[config.mk]
export PLATFORM = sky130hd
export DESIGN_NAME = i2c_bus_bridge
export DESIGN_NICKNAME = d
export VERILOG_FILES = /design/src/rtl/i2c_bus_bridge.sv
export SDC_FILE = /design/constraint.sdc
export NUM_CORES = 1
export LEC_CHECK = 0
export BUFFER_PORTS_ARGS = -buffer_cell sky130_fd_sc_hd__buf_2
export CORE_ASPECT_RATIO = 0.6
export CORE_MARGIN = 10
export CORE_UTILIZATION = 37
export DETAILED_ROUTE_END_ITERATION = 16
export PLACE_DENSITY = 0.55
export SETUP_SLACK_MARGIN = 0.15
export SLEW_MARGIN = 20
export SYNTH_ARGS = -nofsm -noshare
export SYNTH_HDL_FRONTEND = slang
export SYNTH_SLANG_ARGS = --single-unit
export TNS_END_PERCENT = 1
[constraint.sdc]
create_clock -name clk_400K -period 4.37 [get_ports clk_400K]
set_input_delay 0.2185 -clock clk_400K [delete_from_list [all_inputs] [get_ports clk_400K]]
set_output_delay 0.2185 -clock clk_400K [all_outputs]
set_load 0.01 [all_outputs]
[src/rtl/i2c_bus_bridge.sv]
// I2C slave that bridges register reads/writes from the I2C bus onto a simple strobed register bus.
// Define I2C_AUTOINC_EN to honour the CTRL byte's auto-increment flag; otherwise the pointer moves only on CTRL.
module i2c_bus_bridge #(
  parameter logic [6:0] SLAVE_ADDR = 7'h62,
  parameter int         NUM_REGS   = 13,
  parameter int         ADDR_BITS  = 4,
  parameter int         DATA_BITS  = 8
) (
  input  logic                 clk_400K,
  input  logic                 reset,
  input  logic                 scl,
  input  logic                 sda_in,
  output logic                 sda_pull,
  output logic [ADDR_BITS-1:0] bus_addr,
  output logic [DATA_BITS-1:0] bus_wdata,
  input  logic [DATA_BITS-1:0] bus_rdata,
  output logic                 bus_w_en,
  output logic                 bus_r_en
);

  localparam logic [ADDR_BITS-1:0] LAST_PTR   = ADDR_BITS'(NUM_REGS - 1);
  localparam logic [ADDR_BITS:0]   NUM_REGS_W = (ADDR_BITS + 1)'(NUM_REGS);

  typedef enum logic [3:0] {
    IDLE, ADDR, ADDR_ACK, CTRL, CTRL_ACK, WDATA, WDATA_ACK, RDATA, RACK, WAIT_STOP
  } state_t;

  logic scl_meta_reg, scl_sync_reg, scl_prev_reg;
  logic sda_meta_reg, sda_sync_reg, sda_prev_reg;
  logic [1:0] settle_reg;

  state_t                 state_reg, state_next;
  logic [3:0]             cnt_reg, cnt_next;
  logic [7:0]             shift_reg, shift_next;
  logic [ADDR_BITS-1:0]   ptr_reg, ptr_next;
  logic                   pull_reg, pull_next;
  logic [ADDR_BITS-1:0]   addr_reg, addr_next;
  logic [DATA_BITS-1:0]   wdata_reg, wdata_next;
  logic                   w_en_reg, w_en_next;
  logic                   r_en_reg, r_en_next;
  logic [1:0]             wr_stage_reg, wr_stage_next;
  logic                   rd_stage_reg, rd_stage_next;
`ifdef I2C_AUTOINC_EN
  logic                   ai_reg, ai_next;
`endif

  logic edges_ok, scl_rise, scl_fall, start_det, stop_det, byte_done;
  logic [7:0] shift_in;

  // Synchronizers plus one extra stage for edge detection; edges are ignored until the chain has refilled after reset.
  always_ff @(posedge clk_400K) begin
    if (reset) begin
      scl_meta_reg <= 1'b1;
      scl_sync_reg <= 1'b1;
      scl_prev_reg <= 1'b1;
      sda_meta_reg <= 1'b1;
      sda_sync_reg <= 1'b1;
      sda_prev_reg <= 1'b1;
      settle_reg   <= 2'd0;
    end else begin
      scl_meta_reg <= scl;
      scl_sync_reg <= scl_meta_reg;
      scl_prev_reg <= scl_sync_reg;
      sda_meta_reg <= sda_in;
      sda_sync_reg <= sda_meta_reg;
      sda_prev_reg <= sda_sync_reg;
      if (settle_reg != 2'd3) settle_reg <= settle_reg + 2'd1;
    end
  end

  always_ff @(posedge clk_400K) begin
    if (reset) begin
      state_reg    <= IDLE;
      cnt_reg      <= '0;
      shift_reg    <= '0;
      ptr_reg      <= '0;
      pull_reg     <= 1'b0;
      addr_reg     <= '0;
      wdata_reg    <= '0;
      w_en_reg     <= 1'b0;
      r_en_reg     <= 1'b0;
      wr_stage_reg <= '0;
      rd_stage_reg <= 1'b0;
`ifdef I2C_AUTOINC_EN
      ai_reg       <= 1'b0;
`endif
    end else begin
      state_reg    <= state_next;
      cnt_reg      <= cnt_next;
      shift_reg    <= shift_next;
      ptr_reg      <= ptr_next;
      pull_reg     <= pull_next;
      addr_reg     <= addr_next;
      wdata_reg    <= wdata_next;
      w_en_reg     <= w_en_next;
      r_en_reg     <= r_en_next;
      wr_stage_reg <= wr_stage_next;
      rd_stage_reg <= rd_stage_next;
`ifdef I2C_AUTOINC_EN
      ai_reg       <= ai_next;
`endif
    end
  end

  always_comb begin
    edges_ok  = (settle_reg == 2'd3);
    scl_rise  = edges_ok & scl_sync_reg & ~scl_prev_reg;
    scl_fall  = edges_ok & ~scl_sync_reg & scl_prev_reg;
    start_det = edges_ok & scl_sync_reg & scl_prev_reg & sda_prev_reg & ~sda_sync_reg;
    stop_det  = edges_ok & scl_sync_reg & scl_prev_reg & ~sda_prev_reg & sda_sync_reg;
    shift_in  = {shift_reg[6:0], sda_sync_reg};
    byte_done = scl_rise && (cnt_reg == 4'd7);

    state_next    = state_reg;
    cnt_next      = cnt_reg;
    shift_next    = shift_reg;
    ptr_next      = ptr_reg;
    pull_next     = pull_reg;
    addr_next     = addr_reg;
    wdata_next    = wdata_reg;
    w_en_next     = 1'b0;
    r_en_next     = 1'b0;
    wr_stage_next = {wr_stage_reg[0], 1'b0};
    rd_stage_next = 1'b0;
`ifdef I2C_AUTOINC_EN
    ai_next       = ai_reg;
`endif

    // Write path: present address/data one cycle, strobe the next, then hold.
    if (wr_stage_reg[0]) begin
      addr_next  = ptr_reg;
      wdata_next = DATA_BITS'(shift_reg);
    end
    if (wr_stage_reg[1]) w_en_next = 1'b1;
    if (rd_stage_reg)    r_en_next = 1'b1;
    if (r_en_reg)        shift_next = 8'(bus_rdata);
`ifdef I2C_AUTOINC_EN
    if ((w_en_reg || r_en_reg) && ai_reg)
      ptr_next = (ptr_reg == LAST_PTR) ? '0 : ptr_reg + ADDR_BITS'(1);
`endif

    case (state_reg)
      IDLE: ;
      ADDR, CTRL, WDATA: begin
        if (scl_fall) pull_next = 1'b0;
        if (scl_rise) begin
          shift_next = shift_in;
          cnt_next   = cnt_reg + 4'd1;
        end
        if (byte_done) begin
          cnt_next = '0;
          if (state_reg == ADDR) begin
            state_next = (shift_in[7:1] == SLAVE_ADDR) ? ADDR_ACK : WAIT_STOP;
          end else if (state_reg == CTRL) begin
            if ({1'b0, shift_in[ADDR_BITS-1:0]} >= NUM_REGS_W) begin
              state_next = WAIT_STOP;
            end else begin
              state_next = CTRL_ACK;
              ptr_next   = shift_in[ADDR_BITS-1:0];
`ifdef I2C_AUTOINC_EN
              ai_next    = shift_in[7];
`endif
            end
          end else begin
            state_next    = WDATA_ACK;
            wr_stage_next = {wr_stage_reg[0], 1'b1};
          end
        end
      end
      ADDR_ACK, CTRL_ACK, WDATA_ACK: begin
        // ACK is driven from the falling edge; the master samples it on the following rise.
        if (scl_fall) pull_next = 1'b1;
        if (scl_rise) begin
          cnt_next = '0;
          if (state_reg == ADDR_ACK && shift_reg[0]) begin
            state_next    = RDATA;
            addr_next     = ptr_reg;
            rd_stage_next = 1'b1;
          end else if (state_reg == ADDR_ACK) begin
            state_next = CTRL;
          end else begin
            state_next = WDATA;
          end
        end
      end
      RDATA: begin
        if (scl_fall) pull_next = ~shift_reg[7];
        if (scl_rise) begin
          shift_next = shift_in;
          cnt_next   = cnt_reg + 4'd1;
        end
        if (byte_done) begin
          cnt_next   = '0;
          state_next = RACK;
        end
      end
      RACK: begin
        if (scl_fall) pull_next = 1'b0;
        if (scl_rise) begin
          if (!sda_sync_reg) begin
            state_next    = RDATA;
            addr_next     = ptr_reg;
            rd_stage_next = 1'b1;
          end else begin
            state_next = WAIT_STOP;
          end
        end
      end
      WAIT_STOP: begin
        if (scl_fall) pull_next = 1'b0;
      end
      default: state_next = IDLE;
    endcase

    // Bus conditions win over everything, including bus cycles not yet issued.
    if (stop_det || start_det) begin
      state_next    = stop_det ? IDLE : ADDR;
      cnt_next      = '0;
      pull_next     = 1'b0;
      wr_stage_next = '0;
      rd_stage_next = 1'b0;
      w_en_next     = 1'b0;
      r_en_next     = 1'b0;
    end
  end

  assign sda_pull  = pull_reg;
  assign bus_addr  = addr_reg;
  assign bus_wdata = wdata_reg;
  assign bus_w_en  = w_en_reg;
  assign bus_r_en  = r_en_reg;

endmodule

==> results of run 1 <==
==> routing by layer <==
metal	share of wire, %	GRT usage, %	routed length [µm]
met4	0.90	3.11	42
met1	55	15.5	2570
met5	0	0	0
met3	5.9	4.07	273
met2	38	13.4	1770
==> worst max path at each step <==
stage / endpoint / depth (start not counted) / startpoint / slack [ns]
5_1_grt: cnt_reg[2]$_SDFFE_PP0P_ / 6 / settle_reg[0]$_SDFFE_PP0P_ / 2.15
6_report: cnt_reg[2]$_SDFFE_PP0P_ / 6 / settle_reg[0]$_SDFFE_PP0P_ / 2.38
3_5_place_dp: ptr_reg[1]$_SDFFE_PP0P_ / 6 / settle_reg[0]$_SDFFE_PP0P_ / 2.36
4_1_cts: ptr_reg[1]$_SDFFE_PP0P_ / 6 / settle_reg[0]$_SDFFE_PP0P_ / 2.36
3_3_place_gp: ptr_reg[0]$_SDFFE_PP0P_ / 6 / settle_reg[0]$_SDFFE_PP0P_ / 2.43
2_1_floorplan: ptr_reg[0]$_SDFFE_PP0P_ / 7 / settle_reg[0]$_SDFFE_PP0P_ / 2.69
==> Yosys cell counts (3+ instances only) <==
library cell,instances
a21oi_1,5
nand3_1,7
nand4_1,3
dfxtp_1,46
and2_1,3
nor3_1,5
clkbuf_1,8
mux2i_1,25
or3_1,3
buf_2,5
nand2_1,8
a211oi_1,8
o21ai_0,8
nor2_1,43
or2_2,7
==> report_power, final <==
part / switching, mW / leakage [nW] / internal [mW]
combinational: 0.0193 / 0.504 / 0.0141
sequential: 0.00557 / 0.372 / 0.425
clock: 0.143 / 0.0472 / 0.127
==> kinds of logic (layout without fill, tap and decap cells) <==
family	after synthesis	after routing
compound gates	36	36
xor+xnor	3	3
fa+ha+maj	2	2
buf+inv	17	36
flops	46	46
mux	26	26
simple gates	91	91
==> cell type report <==
| cell class | instances | area, µm² | area share [%] |
|---|---|---|---|
| Tap cell | 66 | 82.6 | 3.64 |
| Inverter | 2 | 7.51 | 0.331 |
| Clock buffer | 6 | 82.6 | 3.64 |
| Sequential cell | 46 | 921 | 40.6 |
| Timing Repair Buffer | 26 | 130 | 5.73 |
| Clock inverter | 2 | 12.5 | 0.551 |
| Multi-Input combinational cell | 158 | 1030 | 45.6 |
==> metrics.cfg, run 1 <==
[synth]
syn_area_um2=2030
netlist.area_leader.share_pct=45.3
synth_simple_gate_area_share_pct=23.1
synth-edff-count=0
netlist_instances=221
synth.largest_area_cell=dfxtp_1
synth_flop_cell=dfxtp_1
synth-xor-area-share_pct=1.29
synth_adder_area_share_pct=1.23
ys_warn_count=0
synth.area.mux_share_pct=12.9
ys_seq_elements=46
async_flop_share_pct=0
yosysSeqAreaShare_pct=45.3
synth_compound_area_share_pct=12.4
synth_top_family_by_area=simple AND/OR/NAND/NOR gates
ys_types=45
synth_nets=235
avgSynthCellArea_um2=9.20
synth_area_leaders=dfxtp_1 (45%), mux2i_1 (12%), nor2_1 (7.9%)

[finish]
fill_cells=528
final_util_pct=43.8
nets=253
final_cell_mix=dfxtp_1 (46), nor2_1 (43), buf_2 (26)
layout-drive-gt1-share_pct=19.2
fin_cells=306
final_common_cell=dfxtp_1
antenna_cells=0
post-route-cell-area_um2=2270
area_delta_synth_final_pct=11.7

[route]
vias=1608
drc_errors=0
vias_per_cell=5.25
drt-initial-drc-count=114
wirelength_mm=4.65
wl_per_cell_um=15.2
ant_nets=0
firstDrtPassIters=4

[place]
dp_worst_setup_slack_ns=2.36
gp_congestion=0.827
place_inst=298
hpwl_mm=3.25
place_area_um2=2180
io_buffers=26

[clock_tree]
cts_buffer_depth=2
hold_buffers=0
cts_resized=0
tritoncts=built
cts-root-buf=clkbuf_8
clk_pin_slew_ns=0.08
cts_htree_levels=2
clock_latency_ns=0.30
cts_setup_buffers=0
cts_made_buffers=5
cts.sinks=46

[critical_path]
setup.worst_path.start_class=flip-flop
rr_startpoint=settle_reg[0]$_SDFFE_PP0P_
crit_type=reg -> reg
cpPeakStageDelay_ns=0.45
cpLargestDelayFamily=simple AND/OR/NAND/NOR gates
slowest_stage=and3b_1
reg2reg_depth=6
critPathBufInv=0
reg2reg_to=cnt_reg[2]$_SDFFE_PP0P_
cp_cell_sequence=ha_1, and3b_1, nand2_1, nor2_1, o21ai_0, a21oi_1
path_max_fanout=17
end_kind=flip-flop
r2r_slack_ns=2.38
crit_required_ns=4.61
arrival_ns=2.23

[timing]
timing.final.hold_violations=0
slew_headroom_pct=56.8
worst_pin_slew_ns=0.648
fmax_mhz=502
period_share_pct=45.6
finClkSkew_ns=0.00594
finalCriticalPeriod_ns=1.99
slew_viol_final=0
timing.setup.tns_ns=0
worst_slack_ns=2.38
whs_ns=0.0932
setup_viol=0
grt_setup_unrepaired=no

[floorplan]
rows=20
core_area_um2=5180
io_pins=27
fp.dieW_um=116
dieArea_um2=8960
initial_core_util_pct=39.3
die_h_um=77.4

[global_routing]
grt_max_degree=38
antenna_found_initial=0
overflow=0
grt_usage_pct=10.5
grt_pass1_wl_mm=7.69
first_global_vias=1513

[power]
irDropWorstVdd_uv=159
p_per_area_nw_per_um2=324
power.total_mw=0.735
p_leak_nw=0.924

[run_status]
status=complete, no violations

[hold_path]
min_to=sda_meta_reg$_SDFF_PP1_
hp-start=sda_in
holdCritPathClass=in -> reg
hold_depth=2

[run]
max-cap-violations=0

Note: power is estimated with default switching activity, not from simulation.
==> inputs of run 2 (changes only) <==
Clock period 4.37 ns to 2.05 ns, I/O delays scaled along.
==> metrics.cfg, run 2 (synthesized netlist as in run 1, its figures left out) <==
[timing]
timing.setup.tns_ns=0
grt_setup_unrepaired=no
fmax_mhz=580
slew_headroom_pct=57.9
worst_pin_slew_ns=0.631
slew_viol_final=0
finalCriticalPeriod_ns=1.72
timing.final.hold_violations=0
setup_viol=0
finClkSkew_ns=0.00158
whs_ns=0.0602
period_share_pct=84.1

[floorplan]
dieArea_um2=8960
rows=20
initial_core_util_pct=39.3
io_pins=27
fp.dieW_um=116
core_area_um2=5180
die_h_um=77.4

[route]
firstDrtPassIters=4
ant_nets=0
drt-initial-drc-count=102
vias=1634
vias_per_cell=5.17
wl_per_cell_um=14.9
wirelength_mm=4.71
drc_errors=0

[critical_path]
path_max_fanout=8
cpLargestDelayFamily=compound AO/OA/AOI/OAI gates
r2r_slack_ns=0.33
end_kind=flip-flop
reg2reg_to=state_reg[1]$_SDFFE_PP0P_
arrival_ns=1.92
critPathLaunch=state_reg[3]$_SDFFE_PP0P_
reg2reg_depth=5
slowest_stage=dfxtp_1
rr_startpoint=state_reg[3]$_SDFFE_PP0P_
crit_required_ns=2.24
crit_type=reg -> reg
cpPeakStageDelay_ns=0.45
critPathBufInv=1
crit_path_end=state_reg[1]$_SDFFE_PP0P_
worst-path-stages=5
cp_cell_sequence=nand2b_1, o22ai_1, a211o_1, buf_4, a41o_1
setup.worst_path.start_class=flip-flop

[run]
max-cap-violations=0

[finish]
antenna_cells=0
final_common_cell=dfxtp_1
nets=263
fin_cells=316
area_delta_synth_final_pct=16.6
layout-drive-gt1-share_pct=22.4
final_cell_mix=dfxtp_1 (45), nor2_1 (43), buf_2 (26)

[power]
irDropWorstVdd_uv=320
power.total_mw=1.63
p_leak_nw=0.981
p_per_area_nw_per_um2=688

[place]
hpwl_mm=3.46
gp_congestion=0.791
io_buffers=26
place_inst=305

[global_routing]
first_global_vias=1585
overflow=0
grt_pass1_wl_mm=8.38
antenna_found_initial=0
grt_max_degree=33
grt_usage_pct=11.4

[clock_tree]
clk_pin_slew_ns=0.08
cts_buffer_depth=2
cts_made_buffers=5
cts_htree_levels=2
cts.sinks=46
tritoncts=built
cts-root-buf=clkbuf_8
clock_latency_ns=0.29

[hold_path]
holdCritPathClass=in -> reg
hp-start=reset

[run_status]
status=complete, no violations

## run 2: cell count changes in the layout (fill, tap and decap cells not counted), sizes merged
cell         delta
buf             +8
clkbuf          +2
dlygate4sd3     +2
clkinv          -1
clkinvlp        -1
## run 2: where the power goes
group	switching, mW	leakage (nW)	internal, mW
combinational	0.0424	0.551	0.0369
sequential	0.0101	0.373	0.907
clock	0.295	0.0575	0.341
total	0.347	0.981	1.28
## run 2: worst min path at each step
stage          slack [ns]  depth (start not counted)                          to
2_1_floorplan        0.21                          1     scl_meta_reg$_SDFF_PP1_
3_3_place_gp         0.29                          2     sda_meta_reg$_SDFF_PP1_
4_1_cts              0.05                          2  settle_reg[0]$_SDFFE_PP0P_
5_1_grt              0.07                          2  settle_reg[0]$_SDFFE_PP0P_
3_5_place_dp         0.29                          2     sda_meta_reg$_SDFF_PP1_
6_report             0.06                          2  settle_reg[0]$_SDFFE_PP0P_
## run 2: routing by layer
layer | vias up | routed length, µm | global-route usage (%)
met3 | 4 | 331 | 3.99
met2 | 31 | 1740 | 14.1
met1 | 767 | 2580 | 17.2
met4 | 0 | 54 | 3.73
li1 | 832 | - | -
met5 | - | 0 | 0
## run 2: stage by stage
step,util [%],setup WS (ns),cell area (µm²)
4_1_cts,45.5,0.326,2360
3_3_place_gp,43.0,0.355,2230
2_1_floorplan,-,0.367,2030
6_report,45.7,0.327,2370
5_1_grt,45.7,0.162,2370
3_5_place_dp,43.0,0.338,2230
## run 2: final cells by class
cell class | count | area [µm²]
Timing Repair Buffer | 36 | 210
Fill cell | 522 | 2810
Multi-Input combinational cell | 158 | 1040
Inverter | 2 | 7.51
Sequential cell | 46 | 922
Tap cell | 66 | 82.6
Clock buffer | 8 | 110
## run 2: timing repair
action                                  CTS  global route
buffers inserted                          0             1
gates resized for setup                   0             2
endpoints found under the setup margin    0             1
hold buffers                              2             0
endpoints found under the hold margin     2             0
